**src/rtl/regfile_wb_arbiter.sv**
```systemverilog
// Arbitrates the register-file write port between the WB stage (port 0) and a FIFO-buffered
// long-latency port (port 1). Optional macro STARVE_GUARD_EN adds a forced grant for a starved FIFO head.
module regfile_wb_arbiter #(
   parameter int unsigned XLEN       = 64,
   parameter int unsigned FIFO_DEPTH = 4,
   parameter int unsigned MAX_WAIT   = 8
) (
   input  logic                            clk,
   input  logic                            reset,
   input  logic                            in0_valid_i,
   output logic                            in0_ready_o,
   input  logic [4:0]                      in0_rd_i,
   input  logic [XLEN-1:0]                 in0_data_i,
   input  logic                            in1_valid_i,
   output logic                            in1_ready_o,
   input  logic [4:0]                      in1_rd_i,
   input  logic [XLEN-1:0]                 in1_data_i,
   output logic                            rf_wr_en_o,
   output logic [4:0]                      rf_rd_o,
   output logic [XLEN-1:0]                 rf_wdata_o,
   output logic [31:0]                     pend_mask_o,
   output logic [$clog2(FIFO_DEPTH):0]     fifo_count_o
);

   localparam int unsigned PTR_W = $clog2(FIFO_DEPTH);
   localparam int unsigned CNT_W = $clog2(FIFO_DEPTH) + 1;

   logic [4:0]      ent_rd_q   [FIFO_DEPTH];
   logic [XLEN-1:0] ent_data_q [FIFO_DEPTH];
   logic [FIFO_DEPTH-1:0] ent_vld_q, ent_vld_d;
   logic [PTR_W-1:0] wr_ptr_q, wr_ptr_d, rd_ptr_q, rd_ptr_d;
   logic [CNT_W-1:0] count_q, count_d;
   logic             full_q, full_d;
   logic [31:0]      pend_mask_q, pend_mask_d;
   logic             rf_wr_en_q, rf_wr_en_d;
   logic [4:0]       rf_rd_q, rf_rd_d;
   logic [XLEN-1:0]  rf_wdata_q, rf_wdata_d;

   logic force_c, nonempty_c, push_c, pop_c, take0_c;

`ifdef STARVE_GUARD_EN
   localparam int unsigned WAIT_W = $clog2(MAX_WAIT + 1);
   logic [WAIT_W-1:0] wait_q, wait_d;
   logic              force_q, force_d;

   // Force is precomputed from next-state so the grant and in0_ready come straight from flops.
   always_comb begin
      wait_d  = '0;
      force_d = 1'b0;
      if (nonempty_c && !pop_c) wait_d = WAIT_W'(wait_q + WAIT_W'(1));
      force_d = (wait_d == WAIT_W'(MAX_WAIT)) && (count_d != '0);
   end

   always_ff @(posedge clk) begin
      if (reset) begin
         wait_q  <= '0;
         force_q <= 1'b0;
      end else begin
         wait_q  <= wait_d;
         force_q <= force_d;
      end
   end

   assign force_c = force_q;
`else
   assign force_c = 1'b0;
`endif

   assign nonempty_c = (count_q != '0);
   assign take0_c    = in0_valid_i && !force_c;
   assign pop_c      = force_c || (!in0_valid_i && nonempty_c);
   // x0 writes on port 1 are accepted but dropped before the FIFO.
   assign push_c     = in1_valid_i && !full_q && (in1_rd_i != 5'd0);

   always_comb begin
      logic [4:0] rd_nxt;
      ent_vld_d   = ent_vld_q;
      wr_ptr_d    = wr_ptr_q;
      rd_ptr_d    = rd_ptr_q;
      count_d     = count_q;
      full_d      = full_q;
      pend_mask_d = '0;
      rf_wr_en_d  = 1'b0;
      rf_rd_d     = rf_rd_q;
      rf_wdata_d  = rf_wdata_q;
      rd_nxt      = '0;

      if (pop_c) begin
         ent_vld_d[rd_ptr_q] = 1'b0;
         rd_ptr_d            = PTR_W'(rd_ptr_q + PTR_W'(1));
         rf_wr_en_d          = 1'b1;
         rf_rd_d             = ent_rd_q[rd_ptr_q];
         rf_wdata_d          = ent_data_q[rd_ptr_q];
      end else if (take0_c && (in0_rd_i != 5'd0)) begin
         rf_wr_en_d = 1'b1;
         rf_rd_d    = in0_rd_i;
         rf_wdata_d = in0_data_i;
      end

      if (push_c) begin
         ent_vld_d[wr_ptr_q] = 1'b1;
         wr_ptr_d            = PTR_W'(wr_ptr_q + PTR_W'(1));
      end

      count_d = CNT_W'(count_q + CNT_W'(push_c) - CNT_W'(pop_c));
      full_d  = (count_d == CNT_W'(FIFO_DEPTH));

      for (int i = 0; i < FIFO_DEPTH; i++) begin
         rd_nxt = (push_c && (PTR_W'(i) == wr_ptr_q)) ? in1_rd_i : ent_rd_q[i];
         if (ent_vld_d[i]) pend_mask_d = pend_mask_d | (32'd1 << rd_nxt);
      end
   end

   always_ff @(posedge clk) begin
      if (reset) begin
         ent_vld_q   <= '0;
         wr_ptr_q    <= '0;
         rd_ptr_q    <= '0;
         count_q     <= '0;
         full_q      <= 1'b0;
         pend_mask_q <= '0;
         rf_wr_en_q  <= 1'b0;
         rf_rd_q     <= '0;
         rf_wdata_q  <= '0;
      end else begin
         ent_vld_q   <= ent_vld_d;
         wr_ptr_q    <= wr_ptr_d;
         rd_ptr_q    <= rd_ptr_d;
         count_q     <= count_d;
         full_q      <= full_d;
         pend_mask_q <= pend_mask_d;
         rf_wr_en_q  <= rf_wr_en_d;
         rf_rd_q     <= rf_rd_d;
         rf_wdata_q  <= rf_wdata_d;
      end
   end

   // Payload storage needs no reset; entry validity is tracked separately.
   always_ff @(posedge clk) begin
      if (push_c) begin
         ent_rd_q[wr_ptr_q]   <= in1_rd_i;
         ent_data_q[wr_ptr_q] <= in1_data_i;
      end
   end

   assign in0_ready_o  = !force_c;
   assign in1_ready_o  = !full_q;
   assign rf_wr_en_o   = rf_wr_en_q;
   assign rf_rd_o      = rf_rd_q;
   assign rf_wdata_o   = rf_wdata_q;
   assign pend_mask_o  = pend_mask_q;
   assign fifo_count_o = count_q;

endmodule
```
**config.mk**
```make
export PLATFORM = sky130hd
export DESIGN_NAME = regfile_wb_arbiter
export DESIGN_NICKNAME = d
export VERILOG_FILES = /design/src/rtl/regfile_wb_arbiter.sv
export SDC_FILE = /design/constraint.sdc
export NUM_CORES = 1
export LEC_CHECK = 0
export CORE_UTILIZATION = 60
export DETAILED_ROUTE_END_ITERATION = 12
export DONT_BUFFER_PORTS = 1
export PLACE_DENSITY = 0.79
export REMOVE_ABC_BUFFERS = 1
export SYNTH_ARGS = -nofsm -noshare
export SYNTH_HDL_FRONTEND = slang
export SYNTH_SLANG_ARGS = --single-unit
```
**constraint.sdc**
```tcl
create_clock -name clk -period 8.89 [get_ports clk]
set_clock_uncertainty 0.05 [all_clocks]
set_input_delay 2.2225 -clock clk [delete_from_list [all_inputs] [get_ports clk]]
set_output_delay 2.2225 -clock clk [all_outputs]
set_load 0.03 [all_outputs]
```
==> results of run 1 <==
power groups by stage:
stage | Sequential (mW) | Combinational (mW) | Clock (mW)
floorplan | 2.66 | 0.741 | 0
global placement | 2.67 | 0.969 | 0
detailed placement | 2.69 | 0.983 | 0
finish | 2.65 | 0.983 | 1.74
global route | 2.68 | 1.06 | 1.84
CTS | 2.66 | 0.991 | 1.76
flip-flops by register name (all words and copies together) (netlist names), named ones only:
| name | count |
|---|---|
| full_q | 1 |
| wr_ptr_q | 2 |
| pend_mask_o | 32 |
| ent_vld_q | 4 |
| rf_rd_o | 5 |
| rd_ptr_q | 2 |
| rf_wdata_o | 64 |
| fifo_count_o | 3 |
| rf_wr_en_o | 1 |
| ent_rd_q | 20 |
| ent_data_q | 256 |
metal layers:
layer  wire [microns]  up-vias
met5                0        -
met4             1030        0
met3             3470       79
met2            18800      481
met1            15500     4999
li1                 -     4333
worst min-delay path: stages (launching register included):
cell and delay [ns]:
dfxtp_1 0.34, nand2_1 0.06, a21oi_1 0.07
cell type report:
cell class,count,area [sq um],share of cell area [%]
Sequential cell,392,10600,58.8
Timing Repair Buffer,10,75.1,0.416
Tap cell,341,427,2.36
Multi-Input combinational cell,609,5430,30.1
Clock inverter,22,274,1.52
Clock buffer,52,1140,6.30
Inverter,21,83.8,0.465
cell families after synthesis:
logic type,synth area share [%]
mux,13.7
flops,64.6
buf+inv,2.55
xor+xnor,0.213
simple gates,6.94
other cells,0.0228
compound gates,11.1
fa+ha+maj,0.883
Yosys cell counts, drive strengths merged, types with 5 or more instances:
library cell,number
a211oi,65
a21oi,23
a222oi,7
a22oi,24
a31oi,7
a32oi,9
buf,24
clkbuf,55
dfxtp,116
edfxtp,276
ha,10
inv,20
mux2i,69
mux4,69
nand2,34
nand2b,22
nand3,36
nand3b,14
nand4,8
nor2,87
nor2b,5
nor3,5
o211ai,6
o21ai,18
o221ai,16
o22ai,5
o31ai,16
o32ai,5
o41ai,10
metrics by stage:
stage / instance area (sq um) / std cells / worst slack, ns / utilization (%) / power [mW]
after floorplan: 16100 / 1022 / 1.12 / - / 3.40
after global placement: 16600 / 1373 / 3.65 / 61.9 / 3.64
after detailed placement: 16600 / 1373 / 3.58 / 61.9 / 3.67
after CTS: 18000 / 1447 / 4.14 / 67.1 / 5.41
after global routing: 18000 / 1447 / 3.93 / 67.1 / 5.58
final: 18000 / 1447 / 4.09 / 67.1 / 5.38
final timing paths:
check,startpoint,endpoint,slack (ns),cells past startpoint
max,in1_rd_i[4],pend_mask_o[30],4.09,7
min reg2reg,rd_ptr_q[1],flop,0.46,2
max reg2reg,fifo_count_o[1],full_q,5.20,12
min,rd_ptr_q[1],flop,0.46,2
==> qor.txt, run 1 <==
run status = finished clean
PwrDens = 298 mW/mm^2
vias in the first global route = 9967
CTS max path bufs = 3
busiest grt layer = met2
initial core utilization = 61.1%
Clk pin slew, worst setup/hold paths = 0.06 ns
Critical Path Start Type = primary input
Setup crit end kind = flop
sequential-to-total area share from yosys stat = 64.6%
Die H = 168 microns
# diodes = 0
met2 Use GR = 44.4%
TritonRoute pass-1 iters = 8
Fillers = 1863
Synthesis Warnings = 0
fraction of layout cells with a size suffix above 1 = 15.8%
CP bufs+invs = 2
CP max-delay cell = or3_1
DIE AREA = 0.0281 sq mm
Unique masters post-synth = 66
DR vias/cell = 6.84
Final nets = 1227
largest net degree at the start of global routing = 134
clock network fraction of design power = 32.4%
Async S/R FF share, synth = 0%
Post-synth EDFFs = 276
Min Hold Slack = 0.458 ns
post-synth top area share = 50.4%
Synth Register Bits = 392
H-tree depth = 2
GRT Total Usage = 27.7%
most common cell after layout, fill and taps aside = edfxtp_1
Sw Pwr = 1.66 mW
first-pass GRT wire length = 58.7 mm
Initial DRC Count = 1015
Worst path max stage delay = 0.63 ns
postcts setup bufs = 0
period utilization = 54.0%
CP max FO = 55
switching share of power = 30.8%
maximum clock frequency = 0.208 GHz
Die Width = 168 microns
CP cell instances = or3_1, o21ai_2, clkinv_2, buf_4, o31ai_4, nand2_1, o221ai_1
worst skew pair latency = 0.55 ns
RSZ-0062 raised after global routing = no
Routed WL = 38.7 mm
normalized max-slew margin = 30.0%
sequential power share = 49.3%
post-synth top area cell = edfxtp_1
Final Hold Viols = 0
clk root buf = clkbuf_16
Ports = 249
TritonCTS Sinks = 392
via count = 9892
final setup fails = 0
routability cong. = 0.992
Int Power = 3.72 mW
Core Area = 0.0269 sq mm
FP Rows = 60
Primary FF master, synth = edfxtp_1
Mean Syn Cell Area = 14.9 sq um
Largest delay share family, worst path = compound AO/OA/AOI/OAI gates
fin. max-slew vios = 0
port bufs = 0
cell area after synthesis = 0.0164 sq mm
CTS Hold Bufs = 0
drc violations = 0
Final ANT Viol Nets = 0
Min-Delay Path Class = reg -> reg
Layout area overhead = 9.80%
synthesized instance count = 1101
CP Data Arrival Time = 5.19 ns
GRT met3 Usage = 7.47%
initial antenna violation count = 0
CTS tree = done
Static Leak = 5.93 nW
Slew @ Worst Pin = 1.05 ns
wire per inst = 26.8 microns
commonest non-fill, non-tap cells in the layout = 276 x edfxtp_1, 114 x dfxtp_1, 87 x nor2_1, 69 x mux2i_1, 69 x mux4_2
Tmin final = 4.80 ns
max cap viols = 0
post_cts resized = 0
Gate power share = 18.3%
Data required, critical path = 9.28 ns
Overflow after GRT = 0
Max VDD drop = 0.238 mV
DPL Wire Length = 24.5 mm
met1 Use GR = 37.0%
CTS buffer count = 40
crit path kind = in -> reg
top cells by area, synth = edfxtp_1 50%, dfxtp_1 14%, mux4_2 9.5%
TNS Setup = 0 ns
(Power assumes the default switching activity.)
==> run 2, diff against run 1 <==
==> constraint.sdc (replaced) <==
create_clock -name clk -period 4.9 [get_ports clk]
set_clock_uncertainty 0.05 [all_clocks]
set_input_delay 1.225 -clock clk [delete_from_list [all_inputs] [get_ports clk]]
set_output_delay 1.225 -clock clk [all_outputs]
set_load 0.03 [all_outputs]
==> qor.txt, run 2 (synthesized netlist as in run 1, its figures left out) <==
met3 WL = 3.71 mm
Worst path max stage delay = 0.75 ns
Tmin final = 3.39 ns
initial core utilization = 61.1%
CP max-delay cell = o31ai_1
Reg area = 0.0106 sq mm
# diodes = 0
Max VDD drop = 0.362 mV
Final Hold Viols = 0
normalized max-slew margin = 28.0%
CTS buffer count = 40
most common cell after layout, fill and taps aside = edfxtp_1
drc violations = 0
GRT Total Usage = 27.9%
CTS Hold Bufs = 0
CP Data Arrival Time = 3.80 ns
DR vias/cell = 6.79
metal2 WL = 18.6 mm
Clk pin slew, worst setup/hold paths = 0.06 ns
initial antenna violation count = 0
Largest register FFs = 256
CP cell instances = or3_1, o21ai_4, clkinv_2, o31ai_1, a22oi_1, o221ai_1
fin. max-slew vios = 0
DIE AREA = 0.0281 sq mm
PwrDens = 529 mW/mm^2
maximum clock frequency = 0.295 GHz
largest net degree at the start of global routing = 134
Min-Delay Path Class = reg -> reg
RSZ-0062 raised after global routing = no
worst skew pair latency = 0.54 ns
Setup crit end kind = flop
Data required, critical path = 5.31 ns
Initial DRC Count = 1056
Fillers = 1832
Ports = 249
TNS Setup = 0 ns
routability cong. = 0.983
run status = finished clean
WL met1 = 15.7 mm
first-pass GRT wire length = 59.1 mm
Overflow after GRT = 0
Final ANT Viol Nets = 0
postcts setup bufs = 0
Static Leak = 5.93 nW
via count = 9906
fin cells = 1459
CTS tree = done
H-tree depth = 2
Die Width = 168 microns
DPL Wire Length = 24.9 mm
Largest delay share family, worst path = compound AO/OA/AOI/OAI gates
Core Area = 0.0269 sq mm
post_cts resized = 0
Final nets = 1239
TritonRoute pass-1 iters = 5
Die H = 168 microns
max cap viols = 0
CP max FO = 26
Most flops, register = ent_data_q
period utilization = 69.2%
wire per inst = 26.7 microns
final setup fails = 0
Slew @ Worst Pin = 1.08 ns
commonest non-fill, non-tap cells in the layout = 276 x edfxtp_1, 114 x dfxtp_1, 87 x nor2_1, 69 x mux2i_1, 69 x mux4_2
port bufs = 0
vias in the first global route = 9831
Routed WL = 39.0 mm
crit path kind = in -> reg
CTS max path bufs = 3
multi-input logic area = 0.00543 sq mm
fraction of layout cells with a size suffix above 1 = 15.7%
Critical Path Start Type = primary input
clk root buf = clkbuf_16
CP bufs+invs = 1
Layout area overhead = 9.57%
TritonCTS Sinks = 392
Inst Count DP = 1385
FP Rows = 60
highest metal used = met4
-- run 2: cell count changes in the layout (fill, tap and decap cells not counted), moves of 2 or more --
cell,before,now
buf_4,10,21
clkbuf_1,4,11
clkinv_1,5,10
bufinv_16,4,0
clkbuf_8,7,3
clkinv_4,3,0
inv_6,0,3
clkbuf_16,41,43
clkinv_2,7,5
-- run 2: worst paths after layout --
kind              slack, ns                to        start  cells after the start
hold reg to reg        0.45              flop  rd_ptr_q[1]                      2
setup reg to reg       1.86  ent_data_q[1][3]  wr_ptr_q[0]                      5
setup / recovery       1.51   pend_mask_o[25]  in1_rd_i[4]                      6
hold / removal         0.45              flop  rd_ptr_q[1]                      2
-- run 2: power by group --
part | switching (mW) | total (mW) | internal, mW | leakage [nW]
clock | 1.24 | 2.91 | 1.66 | 0.615
sequential | 0.717 | 4.83 | 4.11 | 3.49
combinational | 1.02 | 1.79 | 0.772 | 1.83
-- run 2: worst register-to-register path: cells and delay by family, from the launching register on --
kind	cells	cell delay (ns)
flip-flops	1	0.40
buffers and inverters	2	1.16
adder cells (fa/ha/maj)	1	0.17
AO/OA/AOI/OAI	1	0.22
AND/OR/NAND/NOR	1	0.57
-- run 2: layout make-up --
class | instances | share of cell area, %
sequential | 392 | 59.0
multi-input combinational | 609 | 30.2
clock buffer | 57 | 6.43
tap | 341 | 2.37
timing repair buffer | 22 | 0.987
clock inverter | 17 | 0.625
inverter | 21 | 0.466
-- run 2: routing by layer --
layer	track usage [%]	up-vias
met5	0	-
met4	7.66	0
met3	7.21	69
met2	44.2	496
met1	38.6	4982
li1	-	4359
-- run 2: stage by stage --
stage | hold slack [ns] | worst slack, ns | cell area (sq um) | utilization [%] | total power [mW]
floorplan | 0.411 | -1.87 | 16100 | - | 6.17
global placement | 0.437 | 1.10 | 16700 | 62.3 | 6.64
detailed placement | 0.450 | 1.03 | 16700 | 62.3 | 6.69
CTS | 0.444 | 1.57 | 18000 | 67.0 | 9.59
global route | 0.494 | 1.36 | 18000 | 67.0 | 9.90
finish | 0.447 | 1.51 | 18000 | 67.0 | 9.53
==> run 3, diff against run 2 <==
==> constraint.sdc (replaced) <==
create_clock -name clk -period 3.4 [get_ports clk]
set_clock_uncertainty 0.05 [all_clocks]
set_input_delay 0.85 -clock clk [delete_from_list [all_inputs] [get_ports clk]]
set_output_delay 0.85 -clock clk [all_outputs]
set_load 0.03 [all_outputs]
==> qor.txt, run 3 (synthesized netlist as in run 1, its figures left out) <==
Worst Setup EP = full_q
crit path kind = reg -> reg
Static Leak = 6.04 nW
first-pass GRT wire length = 58.9 mm
Critical Path Start Type = flop
Crit Reg-Reg Startpoint = fifo_count_o[2]
Inst Count DP = 1401
Slew @ Worst Pin = 1.13 ns
Final Hold Viols = 0
wire per inst = 26.2 microns
final worst slack = 0.505 ns
Setup crit start = fifo_count_o[2]
R2R cell count = 11
CTS max path bufs = 3
final setup fails = 0
CP Data Arrival Time = 3.27 ns
Ports = 249
Tmin final = 2.90 ns
drc violations = 0
routability cong. = 0.927
Layout area overhead = 10.7%
CTS Hold Bufs = 0
CTS tree = done
TritonRoute pass-1 iters = 8
DR vias/cell = 6.74
Data required, critical path = 3.78 ns
Final Power = 13.9 mW
CTS buffer count = 40
fin. max-slew vios = 0
initial antenna violation count = 0
Min-Delay Path Class = in -> reg
Final nets = 1255
GRT Total Usage = 27.9%
Core Area = 0.0269 sq mm
PwrDens = 764 mW/mm^2
Sw Pwr = 4.28 mW
flop2flop setup slack = 0.50 ns
H-tree depth = 2
initial core utilization = 61.1%
largest net degree at the start of global routing = 136
Max VDD drop = 0.548 mV
vias in the first global route = 10123
post_cts resized = 0
Routed WL = 38.6 mm
fraction of layout cells with a size suffix above 1 = 17.0%
port bufs = 0
switching share of power = 30.8%
Int Power = 9.62 mW
# diodes = 0
clk root buf = clkbuf_16
Gate power share = 19.4%
worst skew pair latency = 0.53 ns
CP max FO = 8
sequential power share = 49.8%
Die Width = 168 microns
most common cell after layout, fill and taps aside = edfxtp_1
commonest non-fill, non-tap cells in the layout = 276 x edfxtp_1, 114 x dfxtp_1, 87 x nor2_1, 69 x mux2i_1, 69 x mux4_2
RSZ-0062 raised after global routing = no
maximum clock frequency = 0.345 GHz
Most flops, register = ent_data_q
TritonCTS Sinks = 392
Die H = 168 microns
period utilization = 85.1%
via count = 9924
Largest register FFs = 256
Final ANT Viol Nets = 0
worst flop-to-flop path endpoint = full_q
max cap viols = 0
DPL Wire Length = 24.1 mm
worst slack at placement = 0.277 ns
normalized max-slew margin = 24.5%
run status = finished clean
clock network fraction of design power = 30.8%
postcts setup bufs = 0
Initial DRC Count = 996
Overflow after GRT = 0
TNS Setup = 0 ns
fin cells = 1473
Setup crit end kind = flop
DIE AREA = 0.0281 sq mm
Clk pin slew, worst setup/hold paths = 0.06 ns
FP Rows = 60
## run 3: cell count changes in the layout (fill, tap and decap cells not counted), moves of 2 or more
cell       change
buf_4         +13
clkinv_1       -4
buf_12         +3
bufinv_16      +2
inv_6          -2
## run 3: layout make-up
cell class / instances / area [sq um]
tap: 341 / 427
clock inverter: 16 / 170
multi-input combinational: 609 / 5430
clock buffer: 56 / 1130
sequential: 392 / 10600
timing repair buffer: 38 / 335
fill: 1880 / 8680
inverter: 21 / 83.8
## run 3: power groups by stage
stage	logic [mW]	clock network (mW)	registers, mW
floorplan	1.94	0	6.96
global placement	2.65	0	6.98
detailed placement	2.69	0	7.02
CTS	2.72	4.34	6.94
global route	2.91	4.53	7.01
finish	2.70	4.27	6.92
## run 3: worst max-delay path, stage by stage (launching register included)
cell	delay [ns]
dfxtp_1	0.44
nor3_1	0.29
or2_4	0.18
clkinv_1	0.27
ha_1	0.38
inv_1	0.06
ha_1	0.13
inv_1	0.06
fa_1	0.40
xor2_1	0.16
xnor2_1	0.14
nor4b_1	0.25
## run 3: metrics by stage
step | util, % | hold WS [ns] | instance area, sq um
6_report | 67.7 | 0.356 | 18200
5_1_grt | 67.7 | 0.326 | 18200
4_1_cts | 67.7 | 0.333 | 18200
3_5_place_dp | 62.9 | 0.435 | 16900
3_3_place_gp | 62.9 | 0.428 | 16900
2_1_floorplan | - | 0.411 | 16100
## run 3: worst min path at each step
stage | from | end | slack, ns | cells past startpoint
after floorplan | ent_vld_q[1] | ent_vld_q[1] | 0.41 | 2
after global placement | ent_vld_q[1] | ent_vld_q[1] | 0.43 | 2
after detailed placement | ent_vld_q[1] | ent_vld_q[1] | 0.43 | 2
after CTS | reset | rf_wdata_o[24] | 0.33 | 1
after global routing | reset | rf_wdata_o[15] | 0.33 | 1
final | reset | rf_wdata_o[6] | 0.36 | 1
## run 3: per-layer routing
| metal | vias up | share of wire (%) | track usage [%] |
|---|---|---|---|
| li1 | 4397 | - | - |
| met1 | 4978 | 40 | 36.4 |
| met2 | 467 | 49 | 45.7 |
| met3 | 82 | 8.4 | 7.02 |
| met4 | 0 | 3.0 | 9.73 |
| met5 | - | 0 | 0 |
